$ cat config.mk
export PLATFORM = sky130hd
export DESIGN_NAME = seg_scan_receiver
export DESIGN_NICKNAME = d
export VERILOG_FILES = /design/src/rtl/seg_pkg.sv /design/src/rtl/seg_pattern_decode.sv /design/src/rtl/seg_scan_receiver.sv
export SDC_FILE = /design/constraint.sdc
export NUM_CORES = 1
export LEC_CHECK = 0
export ABC_AREA = 1
export ABC_CLOCK_PERIOD_IN_PS = 3400
export BUFFER_PORTS_ARGS = -buffer_cell sky130_fd_sc_hd__buf_2
export CORE_AREA = 2 2 84 119
export DETAILED_ROUTE_END_ITERATION = 16
export DIE_AREA = 0 0 86 121
export SLEW_MARGIN = 5
export SYNTH_ARGS = -nofsm -noshare
export SYNTH_HDL_FRONTEND = slang
export SYNTH_SLANG_ARGS = --single-unit
$ cat constraint.sdc
create_clock -name clk -period 3.4 [get_ports clk]
set_input_delay 0.68 -clock clk [delete_from_list [all_inputs] [get_ports clk]]
set_output_delay 0.68 -clock clk [all_outputs]
set_load 0.005 [all_outputs]
$ cat src/rtl/seg_pkg.sv
`default_nettype none
// ============================================================================
// Module      : seg_pkg
// Description : Shared definitions for the 7-segment scan receiver: active-low
//               segment patterns, special digit codes, receiver FSM states and
//               the anode-to-digit-slot helper.
// Revision    : 1.0 - initial release
// ============================================================================
package seg_pkg;

    // Active-low segment patterns, bit 6 = a ... bit 0 = g
    localparam logic [6:0] SEG_0     = 7'h01;
    localparam logic [6:0] SEG_1     = 7'h4F;
    localparam logic [6:0] SEG_2     = 7'h12;
    localparam logic [6:0] SEG_3     = 7'h06;
    localparam logic [6:0] SEG_4     = 7'h4C;
    localparam logic [6:0] SEG_5     = 7'h24;
    localparam logic [6:0] SEG_6     = 7'h20;
    localparam logic [6:0] SEG_7     = 7'h0F;
    localparam logic [6:0] SEG_8     = 7'h00;
    localparam logic [6:0] SEG_9     = 7'h04;
    localparam logic [6:0] SEG_BLANK = 7'h7F;

    // Digit codes that are not plain decimal values
    localparam logic [3:0] CODE_BLANK   = 4'hF;
    localparam logic [3:0] CODE_INVALID = 4'hE;

    // Receiver frame-handling states
    typedef enum logic [0:0] {
        COLLECT = 1'b0,
        PRESENT = 1'b1
    } state_t;

    // Maps an active-low anode vector to {valid, slot}; valid only when
    // exactly one anode is driven low.
    function automatic logic [2:0] an_decode(input logic [3:0] an_v);
        logic [2:0] r;
        case (an_v)
            4'b1110: r = 3'b1_00;
            4'b1101: r = 3'b1_01;
            4'b1011: r = 3'b1_10;
            4'b0111: r = 3'b1_11;
            default: r = 3'b0_00;
        endcase
        return r;
    endfunction

endpackage : seg_pkg
`default_nettype wire

$ cat src/rtl/seg_pattern_decode.sv
`default_nettype none
// ============================================================================
// Module      : seg_pattern_decode
// Description : Combinational lookup from an active-low 7-segment pattern to a
//               4-bit digit code. Blank maps to CODE_BLANK without error; any
//               unrecognised pattern maps to CODE_INVALID with err set.
// Revision    : 1.0 - initial release
// ============================================================================
module seg_pattern_decode
    import seg_pkg::*;
(
    input  logic [6:0] seg,
    output logic [3:0] code,
    output logic       err
);

    // Pattern lookup; anything outside the table is flagged as an error
    always_comb begin
        code = CODE_INVALID;
        err  = 1'b0;
        case (seg)
            SEG_0:     code = 4'd0;
            SEG_1:     code = 4'd1;
            SEG_2:     code = 4'd2;
            SEG_3:     code = 4'd3;
            SEG_4:     code = 4'd4;
            SEG_5:     code = 4'd5;
            SEG_6:     code = 4'd6;
            SEG_7:     code = 4'd7;
            SEG_8:     code = 4'd8;
            SEG_9:     code = 4'd9;
            SEG_BLANK: code = CODE_BLANK;
            default: begin
                code = CODE_INVALID;
                err  = 1'b1;
            end
        endcase
    end

endmodule : seg_pattern_decode
`default_nettype wire

$ cat src/rtl/seg_scan_receiver.sv
`default_nettype none
// ============================================================================
// Module      : seg_scan_receiver
// Description : Recovers 4-digit frames from a multiplexed, active-low
//               7-segment display bus. Each digit is sampled once per stable
//               dwell, collected into a working buffer, and presented as a
//               frame with a valid/ready handshake; a frame completed while
//               the previous one is still unaccepted is dropped (overrun).
//               Optional macro SEG_RX_DP_EN adds decimal-point capture
//               (input dp, output frame_dp).
// Revision    : 1.0 - initial release
// ============================================================================
module seg_scan_receiver
    import seg_pkg::*;
#(
    parameter int STABLE_CYCLES = 4
) (
    input  logic        clk,
    input  logic        rst,
    input  logic [3:0]  an,
    input  logic [6:0]  seg,
`ifdef SEG_RX_DP_EN
    input  logic        dp,
    output logic [3:0]  frame_dp,
`endif
    output logic        frame_valid,
    input  logic        frame_ready,
    output logic [15:0] frame_digits,
    output logic [3:0]  frame_err,
    output logic        overrun
);

    localparam logic [7:0] C_STABLE    = 8'(STABLE_CYCLES);
    localparam logic [7:0] C_STABLE_M1 = 8'(STABLE_CYCLES - 1);

    // Input stage and previous-cycle copy used for stability detection
    logic [3:0]  r_an, r_prev_an;
    logic [6:0]  r_seg, r_prev_seg;
    logic [7:0]  r_cnt;
    logic [15:0] r_buf_digits;
    logic [3:0]  r_buf_err;
    logic [3:0]  r_mask;
    state_t      r_state;
    logic        r_frame_valid;
    logic [15:0] r_frame_digits;
    logic [3:0]  r_frame_err;
    logic        r_overrun;

    logic [2:0]  w_an_dec;
    logic        w_an_ok;
    logic [1:0]  w_slot;
    logic        w_same;
    logic        w_sample;
    logic [7:0]  w_cnt_nxt;
    logic [3:0]  w_code;
    logic        w_code_err;
    logic [15:0] w_buf_digits_nxt;
    logic [3:0]  w_buf_err_nxt;
    logic [3:0]  w_mask_nxt;
    logic        w_complete;

`ifdef SEG_RX_DP_EN
    logic        r_dp;
    logic [3:0]  r_buf_dp;
    logic [3:0]  r_frame_dp;
    logic [3:0]  w_buf_dp_nxt;
`endif

    assign w_an_dec = an_decode(r_an);
    assign w_an_ok  = w_an_dec[2];
    assign w_slot   = w_an_dec[1:0];
    assign w_same   = (r_an == r_prev_an) && (r_seg == r_prev_seg);

    // The counter is one below threshold and this cycle still matches: the
    // dwell has just become long enough, so take exactly one sample.
    assign w_sample = w_an_ok && w_same && (r_cnt == C_STABLE_M1);

    seg_pattern_decode u_decode (
        .seg  (r_seg),
        .code (w_code),
        .err  (w_code_err)
    );

    // Stability counter: cleared on bad anodes, reloaded on change, saturating
    always_comb begin
        w_cnt_nxt = r_cnt;
        if (!w_an_ok) begin
            w_cnt_nxt = 8'd0;
        end else if (!w_same) begin
            w_cnt_nxt = 8'd1;
        end else if (r_cnt < C_STABLE) begin
            w_cnt_nxt = r_cnt + 8'd1;
        end
    end

    // Working buffer and capture mask including the sample taken this cycle
    always_comb begin
        w_buf_digits_nxt = r_buf_digits;
        w_buf_err_nxt    = r_buf_err;
        w_mask_nxt       = r_mask;
`ifdef SEG_RX_DP_EN
        w_buf_dp_nxt     = r_buf_dp;
`endif
        if (w_sample) begin
            w_buf_digits_nxt[{w_slot, 2'b00} +: 4] = w_code;
            w_buf_err_nxt[w_slot]                  = w_code_err;
            w_mask_nxt[w_slot]                     = 1'b1;
`ifdef SEG_RX_DP_EN
            w_buf_dp_nxt[w_slot]                   = ~r_dp;
`endif
        end
    end

    assign w_complete = w_sample && (w_mask_nxt == 4'hF);

    // Front end: input register, dwell tracking and working buffer
    always_ff @(posedge clk or posedge rst) begin
        if (rst) begin
            r_an         <= 4'h0;
            r_seg        <= 7'h00;
            r_prev_an    <= 4'h0;
            r_prev_seg   <= 7'h00;
            r_cnt        <= 8'd0;
            r_buf_digits <= 16'h0000;
            r_buf_err    <= 4'h0;
`ifdef SEG_RX_DP_EN
            r_dp         <= 1'b1;
            r_buf_dp     <= 4'h0;
`endif
        end else begin
            r_an         <= an;
            r_seg        <= seg;
            r_prev_an    <= r_an;
            r_prev_seg   <= r_seg;
            r_cnt        <= w_cnt_nxt;
            r_buf_digits <= w_buf_digits_nxt;
            r_buf_err    <= w_buf_err_nxt;
`ifdef SEG_RX_DP_EN
            r_dp         <= dp;
            r_buf_dp     <= w_buf_dp_nxt;
`endif
        end
    end

    // Frame FSM: capture mask, frame presentation and overrun reporting
    always_ff @(posedge clk or posedge rst) begin
        if (rst) begin
            r_state        <= COLLECT;
            r_mask         <= 4'h0;
            r_frame_valid  <= 1'b0;
            r_frame_digits <= 16'h0000;
            r_frame_err    <= 4'h0;
            r_overrun      <= 1'b0;
`ifdef SEG_RX_DP_EN
            r_frame_dp     <= 4'h0;
`endif
        end else begin
            r_overrun <= 1'b0;
            case (r_state)
                COLLECT: begin
                    if (w_complete) begin
                        r_frame_digits <= w_buf_digits_nxt;
                        r_frame_err    <= w_buf_err_nxt;
`ifdef SEG_RX_DP_EN
                        r_frame_dp     <= w_buf_dp_nxt;
`endif
                        r_frame_valid  <= 1'b1;
                        r_mask         <= 4'h0;
                        r_state        <= PRESENT;
                    end else begin
                        r_mask <= w_mask_nxt;
                    end
                end
                PRESENT: begin
                    if (w_complete) begin
                        r_mask <= 4'h0;
                        if (frame_ready) begin
                            // Old frame is taken this cycle; new one follows directly
                            r_frame_digits <= w_buf_digits_nxt;
                            r_frame_err    <= w_buf_err_nxt;
`ifdef SEG_RX_DP_EN
                            r_frame_dp     <= w_buf_dp_nxt;
`endif
                        end else begin
                            r_overrun <= 1'b1;
                        end
                    end else begin
                        r_mask <= w_mask_nxt;
                        if (frame_ready) begin
                            r_frame_valid <= 1'b0;
                            r_state       <= COLLECT;
                        end
                    end
                end
                default: r_state <= COLLECT;
            endcase
        end
    end

    assign frame_valid  = r_frame_valid;
    assign frame_digits = r_frame_digits;
    assign frame_err    = r_frame_err;
    assign overrun      = r_overrun;
`ifdef SEG_RX_DP_EN
    assign frame_dp     = r_frame_dp;
`endif

endmodule : seg_scan_receiver
`default_nettype wire

; Yosys cells after proc, flatten, opt, wreduce, memory -nomap -nowiden
; Index checks and enable logic that the tools add are counted.
[totals]
input_bits = 14
out_inout_bits = 22
word_cells = 86
regBits = 77
[classes]
n_bitwise = 2
n_mux = 32
shifts = 2
n_reduce_logical = 9
n_eq_ne = 23
magnitude_cmp = 3
add_sub_neg = 2
[op_table]
columns = operator, n
row1 = 2-to-1 mux 16 bit, 4
row2 = case mux 4 bit (11 select lines), 1
row3 = case mux 16 bit (2 select lines), 1
row4 = 2-to-1 mux 4 bit, 6
row5 = 2-to-1 mux 8 bit, 3
row6 = "== test 7 bit, second input constant", 3
row7 = bitwise mux 16 bit, 1
row8 = "== test 4 bit, second input constant", 4
row9 = "variable shift 4 x 6 -> 16 bit, first input constant", 1
row10 = variable part select 4 x 6 -> 16 bit, 1
row11 = "== test 7 x 3 -> 1 bit, second input constant", 2
row12 = "== test 7 x 6 -> 1 bit, second input constant", 2
row13 = case mux 3 bit (4 select lines), 1
row14 = OR reduction 11 bit, 1
row15 = 2-to-1 mux 1 bit, 10
row16 = "adder 8 x 1 -> 8 bit, second input constant", 1
row17 = "== test 8 x 2 -> 1 bit, second input constant", 1
row18 = "< comparator 8 x 3 -> 1 bit, second input constant", 1
row19 = case mux 4 bit (2 select lines), 1
row20 = "== test 7 x 1 -> 1 bit, second input constant", 1
row21 = "== test 7 x 4 -> 1 bit, second input constant", 1
row22 = "== test 7 x 5 -> 1 bit, second input constant", 1
row23 = == test 7 bit, 1
row24 = logical NOT 7 bit, 1
row25 = other kinds (15), 23

; Depth between registers and ports, before layout
; Gate-level depths: netlist (run 1).
[logic_depth]
word_depth = 12
ltp_mapped = 16
ltp_nobuf = 15

; Modules after synthesis
; Synthesis (run 1) repeated with hierarchy kept, for this count alone.
[hier_totals]
hier_cells = 419
hier_area_um2 = 3558.4
[modules_own_cells]
columns = mod, area_each_um2, seq_area_each_um2, cells_each, n_inst
row1 = seg_scan_receiver, 3291.9, 1926.8, 362, 1
row2 = seg_pattern_decode, 266.5, 0.0, 57, 1

; Worst setup path before layout (run 1)
; No wires, ideal clock.
[synth_path]
kind = register -> register
startpoint = reg r_an[3]
endpoint = reg r_frame_err[0] (netlist: frame_err[0])
arrival_time_ps = 2737
path_buffers = 2
setup_time_ps = 128
stages_incl_launch_ff = 15
synth_period_minus_slack_ps = 2865
setup_slack_ps = 535
required_ps = 3272
cell_sequence = dfrtp_1 -> nand2_1 -> inv_1 -> a31oi_2 -> ha_1 -> inv_1 -> buf_1 -> a21oi_4 -> nand4_2 -> ha_1 -> nor3_2 -> inv_1 -> clkbuf_1 -> nand2_1 -> o21ai_0
[synth_between]
elab_chain_cells = 12
word_cells_on_any_way = 27
classes_between = order compare (2) / eq/ne (8) / mux (10) / bitwise (1) / reduce/logical (6)
[synth_rtl]
columns = element, line
row1 = from (decl), seg_scan_receiver.sv:37  ; logic [3:0] r_an, r_prev_an;
row2 = from (signal assigned), seg_scan_receiver.sv:131  ; r_an <= an;
row3 = == test 4 x 3 -> 1 bit or == test 4 bit (tied branches), seg_pkg.sv:38  ; case (an_v)
row4 = case mux 3 bit (4 select lines), seg_pkg.sv:38
row5 = < comparator 2 x 3 -> 1 bit (implied by the code) or greater-or-equal comparator 2 x 1 -> 1 bit (tied branches), "seg_scan_receiver.sv:106, seg_scan_receiver.sv:107"
row6 = logical AND 1 bit (implied by the code), "seg_scan_receiver.sv:106, seg_scan_receiver.sv:107"
row7 = 2-to-1 mux 1 bit (implied by the code), "seg_scan_receiver.sv:106, seg_scan_receiver.sv:107"
row8 = demux 1 bit (select 2 bit), "seg_scan_receiver.sv:106, seg_scan_receiver.sv:107"
row9 = OR 4 bit (no line), n/a
row10 = 2-to-1 mux 4 bit, seg_scan_receiver.sv:104  ; if (w_sample) begin
row11 = == test 4 bit, seg_scan_receiver.sv:114  ; assign w_complete = w_sample && (w_mask_nxt == 4'hF);
row12 = logical AND 1 bit, seg_scan_receiver.sv:114
row13 = != test 2 x 1 -> 1 bit (no line) or != test 2 bit (tied branches), n/a
row14 = AND reduction 3 bit (no line), n/a
row15 = to (signal assigned), seg_scan_receiver.sv:163  ; r_frame_err <= w_buf_err_nxt;
row16 = to (signal assigned), seg_scan_receiver.sv:180  ; r_frame_err <= w_buf_err_nxt;
row17 = to (decl), seg_scan_receiver.sv:46  ; logic [3:0] r_frame_err;
; Parallel ways exist; a longest one is shown, timed or not. The select of a mux whose other input is x is not followed.
; A chain may end at the register's enable or synchronous reset.

; Final worst setup path (run 1)
; Ends and elaborated chain as after synthesis.

==> out/metrics.yaml, run 1 <==
logic_synthesis:
  synth-seq-cells: 77
  netlist_instances: 432
  avgSynthCellArea_sq_um: 8.50
  syn_nets: 456
  synth.cell_area_sq_mm: 0.00367
  synth.top_cells.by_area: "dfrtp_1 (52%), nand2_1 (18%), inv_1 (4.6%), nor2_1 (3.6%), ha_1 (3.4%)"
  seq_area_frac_synth_pct: 52.5
  synth_top_area_share_pct: 52.5
  synth_cell_types: 34
  yosys.area.top_type: "dfrtp_1"
  synth_warnings: 0
route:
  vias: 2739
  routedWlPerCell_microns: 12.2
  ant_nets: 0
  drtIter0Drc: 112
  drc: 0
  wl_microns: 7200
  drt-vias-per-instance: 4.63
  first_pass_iters: 4
setup_path:
  crit_path_start: "r_an[3]"
  start_kind: "register"
  cp.required_ps: 3580
  reg2reg_slack_ps: 440
  worstSetupPathType: "register to register"
  cp_max_fo: 24
  critical_path_arrival_ps: 3140
  reg2reg_to: "frame_err[0]"
  cp-endpoint: "frame_err[0]"
  r2r_cells: 12
  endpoint_kind: "register"
  rr_startpoint: "r_an[3]"
placed_design:
  post-place-ws_ps: 458
  portBuffers: 35
  place_congestion: 0.851
  hpwl_microns: 5300
clocking:
  cts_root_buf: "clkbuf_16"
  hold_buffers: 0
  tritoncts: "built"
  clock_path_buffers: 2
  cts_resized: 0
  cts_inserted_buffers: 9
  cts_htree_levels: 3
  clock-sinks: 77
  clkSlewWorstSetupHoldPaths_ps: 60
  clk_latency_ps: 330
  cts_setup_buffers: 0
sta:
  hold_viol: 0
  rsz0062_at_grt: "false"
  layout_min_cycle_time_ps: 2960
  slew_viol_final: 0
  clock.fmax_mhz: 338
  setup_ws_ps: 443
  finalSetupViolations: 0
  tightest_slew_ps: 653
  max_slew_margin_pct: 56.4
  tns_ps: 0
  finalClockSkew_ps: 5.03
  finalCritPeriodShare_pct: 87.0
pwr:
  p_per_area_mw_per_mm2: 479
  power_frac_seq_pct: 46.6
  peakVddDrop_mv: 0.303
  power_frac_comb_pct: 5.9
  p_sw_share_pct: 22.1
  p_leak_uw: 0.00242
  clock_power_share_pct: 47.5
  switchingPower_uw: 454
  p_int_uw: 1600
global_route:
  met3_usage_pct: 4.22
  busiest_layer: "met2"
  track_usage_pct: 15.9
  antenna_found_initial: 0
  grt_pass1_vias: 2839
  grtUsageMet1_pct: 18.9
  use_met2_pct: 25.8
  grt_max_degree: 31
  grt_pass1_wl_microns: 12900
  overflow: 0
floorplan:
  num_rows: 42
  core_area_sq_mm: 0.00930
  start_util_pct: 39.5
  die_h_microns: 121
  pin_count: 36
  dieArea_sq_mm: 0.0104
  die_x_microns: 86
finish:
  drive_gt1_share_pct: 18.1
  final_nets: 500
  nFillCells: 884
  area_growth_pct: 16.9
  antenna_cells: 0
worst_hold_path:
  hold_class: "primary input to async pin"
run:
  cap_violations: 0
status:
  outcome: "finished clean"
-- power by group through the flow --
stage	combinational, uW	clock (uW)	sequential, uW
final	122	978	958
after global routing	141	1050	962
after CTS	125	1010	958
after detailed placement	124	0	975
after global placement	122	0	974
after floorplan	87.0	0	970
-- how the worst min path moves through the flow --
stage,slack (ps),start,endpoint
final,360,rst,r_mask[1]
after global placement,460,r_seg[5],r_prev_seg[5]
after CTS,370,rst,r_mask[1]
after global routing,400,rst,r_mask[1]
after detailed placement,460,frame_digits[8],frame_digits[8]
after floorplan,430,r_seg[4],r_prev_seg[4]
-- cell usage in the layout, fill, tap and decap left out, types with 2 or more instances in the layout --
cell         n
nor2_4       4
nor3_1       2
buf_2       35
nand4_2      2
nor2_2       6
nand3_1     12
a31oi_1      4
nand4_4      4
inv_1       44
clkbuf_16    9
nand2_1    176
nand2_2      2
o21ai_1     10
nand4_1      4
xor2_1       3
xnor2_1      6
nor2_1      35
o21ai_0      4
clkbuf_8     3
nor3b_1      2
buf_4        3
inv_2        9
ha_1        10
dfrtp_1     77
-- cells in the mapped netlist, drive strengths merged --
master and n:
ha 10, nor3 3, or2 1, o21ai 15, nor2 46, dfrtp 77
nor3b 2, o31ai 1, inv 53, buf 2, nand4 10, clkbuf 3
xor2 3, xnor2 6, a21oi 3, nand2 179, nand3 12, a31oi 5
nand3b 1
-- critical path: stages (launching register included) --
cell	delay, ps
dfrtp_1	450
nand2_1	130
inv_1	70
a31oi_2	440
ha_1	230
inv_1	180
a21oi_4	190
nand4_2	140
ha_1	230
nor3_2	190
inv_1	320
nand2_1	140
o21ai_0	90
-- final cells by class --
type / instances / area [sq um] / share of cell area [%]
Inverter: 53 / 199 / 4.63
Tap cell: 110 / 138 / 3.21
Sequential cell: 77 / 1930 / 44.9
Timing Repair Buffer: 38 / 198 / 4.60
Clock inverter: 3 / 42.5 / 0.991
Multi-Input combinational cell: 297 / 1520 / 35.4
Clock buffer: 13 / 270 / 6.29
-- cell families after synthesis --
| family | Yosys count | share of synthesized area (%) |
|---|---|---|
| compound gates | 24 | 4.19 |
| xor+xnor | 9 | 2.15 |
| fa+ha+maj | 10 | 3.41 |
| buf+inv | 58 | 6.13 |
| flops | 77 | 52.5 |
| simple gates | 254 | 31.7 |
-- routing by layer --
metal | routed length, microns | part of all wire, %
met1 | 3150 | 44
met2 | 3550 | 49
met3 | 241 | 3.3
met4 | 257 | 3.6
met5 | 0 | 0
-- registers in the layout, indices dropped and copies added (netlist names) --
signal,count
frame_valid,1
r_seg,7
r_an,4
r_prev_seg,7
r_cnt,8
r_buf_digits,16
frame_digits,16
overrun,1
frame_err,4
r_prev_an,4
r_mask,4
r_buf_err,4
r_state,1
-- stage by stage --
step / utilization (%) / power (uW) / cells / hold slack [ps] / area (sq um)
4_1_cts: 46.2 / 2090 / 591 / 370 / 4290
3_5_place_dp: 42.8 / 1100 / 575 / 459 / 3980
2_1_floorplan: - / 1060 / 432 / 433 / 3670
3_3_place_gp: 42.8 / 1100 / 575 / 458 / 3980
5_1_grt: 46.2 / 2150 / 591 / 401 / 4290
6_report: 46.2 / 2060 / 591 / 362 / 4290
No activity file was read; power rests on OpenSTA's default activity.
==> run 2: changes to the inputs <==
SETUP_SLACK_MARGIN = 0.5   (was unset)
==> out/metrics.yaml, run 2 (same netlist as run 1, synthesis figures left out) <==
status:
  outcome: "finished clean"
global_route:
  grt_pass1_wl_microns: 13300  # +3.1%
  grt_max_degree: 31  # unchanged
  met3_usage_pct: 4.29  # +0.068 points
  antenna_found_initial: 0  # unchanged
  grt_pass1_vias: 2906  # +2.4%
  track_usage_pct: 16.4  # +0.58 points
  overflow: 0  # unchanged
  grtUsageMet1_pct: 19.3  # +0.45 points
  use_met2_pct: 27.0  # +1.2 points
  busiest_layer: "met2"
route:
  first_pass_iters: 4  # unchanged
  ant_nets: 0  # unchanged
  drtIter0Drc: 127  # +13%
  drc: 0  # unchanged
  wl_microns: 7730  # +7.4%
  routedWlPerCell_microns: 12.7  # +3.9%
  drt-vias-per-instance: 4.68  # +0.89%
  vias: 2857  # +4.3%
clocking:
  clkSlewWorstSetupHoldPaths_ps: 60  # about the same
  hold_buffers: 0  # unchanged
  clk_latency_ps: 330  # about the same
  clock_path_buffers: 2  # unchanged
  cts_htree_levels: 3  # unchanged
  tritoncts: "built"
  clock-sinks: 77  # unchanged
  cts_root_buf: "clkbuf_16"
  cts_inserted_buffers: 9  # unchanged
placed_design:
  portBuffers: 35  # unchanged
  place_congestion: 0.851  # unchanged
  post-place-ws_ps: 458  # unchanged
  hpwl_microns: 5300  # unchanged
sta:
  hold_viol: 0  # unchanged
  clock.fmax_mhz: 362  # +7.0%
  tns_ps: 0  # unchanged
  layout_min_cycle_time_ps: 2760  # -193 ps
  finalSetupViolations: 0  # unchanged
  rsz0062_at_grt: "true"
  finalCritPeriodShare_pct: 81.3  # -5.7 points
  max_slew_margin_pct: 68.6  # +12 points
  setup_ws_ps: 636  # +193 ps
  tightest_slew_ps: 470  # -182 ps
  finalClockSkew_ps: 5.53  # +0.498 ps
  slew_viol_final: 0  # unchanged
finish:
  final_common_cell: "nand2_1"
  drive_gt1_share_pct: 23.2  # +5.1 points
  seq_area_sq_mm: 0.00193  # +0.19%
  final_nets: 520  # +4.0%
  final_cell_mix: "nand2_1 (174), dfrtp_1 (74), inv_1 (41)"
  area_growth_pct: 22.6
  nFillCells: 862  # -2.5%
  multi_input_comb_area_sq_mm: 0.00155  # +2.2%
  antenna_cells: 0  # unchanged
pwr:
  totalPowerFinal_uw: 2070  # +0.78%
  peakVddDrop_mv: 0.304  # +0.26%
  p_leak_uw: 0.00251  # +3.4%
  p_per_area_mw_per_mm2: 461  # -3.9%
setup_path:
  start_kind: "register"
  endpoint_kind: "register"
  cp.required_ps: 3610  # +30 ps
  r2r_cells: 14  # +2
  cp_max_fo: 12  # -50%
  worstSetupPathType: "register to register"
  cp_cell_sequence: "nand2_1 -> inv_1 -> a31oi_4 -> ha_1 -> clkinvlp_4 -> a21oi_4 -> nand4_2 -> ha_1 -> nor3_4 -> buf_12 -> clkinvlp_4 -> buf_4 -> nand2_1 -> o21ai_1"
  rr_startpoint: "r_an[2]"
  critical_path_arrival_ps: 2970  # -170 ps
  critPathSlowestCell: "dfrtp_1"
  cp_slowest_stage_delay_ps: 450  # about the same
  crit_path_start: "r_an[2]"
floorplan:
  core_area_sq_mm: 0.00930  # unchanged
  die_x_microns: 86  # unchanged
  die_h_microns: 121  # unchanged
  pin_count: 36  # unchanged
  dieArea_sq_mm: 0.0104  # unchanged
  start_util_pct: 39.5  # unchanged
  num_rows: 42  # unchanged
worst_hold_path:
  hold_class: "primary input to async pin"
run:
  cap_violations: 0  # unchanged
-- run 2: changes by cell type in the layout (fill, tap and decap cells not counted), moves of 2 or more --
cell,change
clkinvlp_4,+3
inv_1,-3
nand2_1,-2
dfrtp_1,-3
buf_4,+18
nand2_2,+2
dfrtp_2,+3
o21ai_0,-2
o21ai_1,+2
-- run 2: timing repair --
action                                 4_1_cts  5_1_grt
pin swaps                                    1        4
cloned                                       1        0
setup buffers                                3       16
setup endpoints to repair                   19       20
resized for setup                            5       10
endpoints found under the hold margin        0        0
-- run 2: metal layers --
layer / wire [microns] / share of wire (%)
met2: 3870 / 50
met4: 289 / 3.7
met3: 290 / 3.8
met5: 0 / 0
met1: 3280 / 42
-- run 2: final timing paths --
check                                   endpoint  slack [ps]
worst max register to register      frame_err[2]         640
worst max-delay path                frame_err[2]         640
min in group clk                        r_seg[6]         450
worst min-delay path                   r_mask[1]         360
max in group asynchronous        frame_digits[7]        2300
worst min register to register  r_buf_digits[14]         470
-- run 2: metrics by stage --
| stage | hold slack (ps) | cell area, sq um | cells | utilization (%) |
|---|---|---|---|---|
| 6_report | 360 | 4500 | 611 | 48.4 |
| 5_1_grt | 401 | 4500 | 611 | 48.4 |
| 4_1_cts | 370 | 4360 | 595 | 46.9 |
| 3_5_place_dp | 459 | 3980 | 575 | 42.8 |
| 3_3_place_gp | 458 | 3980 | 575 | 42.8 |
| 2_1_floorplan | 433 | 3670 | 432 | - |
-- run 2: worst max-delay path, delay by kind of cell, from the launching register on --
family	cells	cell delay, ps
buffers and inverters	5	630
AND/OR/NAND/NOR	4	580
AO/OA/AOI/OAI	3	470
adder cells (fa/ha/maj)	2	500
flip-flops	1	450
-- run 2: final cells by class --
cell class              count  area share (%)
multi-input cells         297            34.5
repair inverters            1           0.167
well taps                 110            3.06
clock inverters             3           0.945
flip-flops and latches     77            42.9
inverters                  53            4.59
clock buffers              13            6.00
repair buffers             57            7.84
-- run 2: report_power, final --
group / internal (uW) / switching [uW]
Sequential: 938 / 20.9
Clock: 627 / 354
Combinational: 48.0 / 86.8
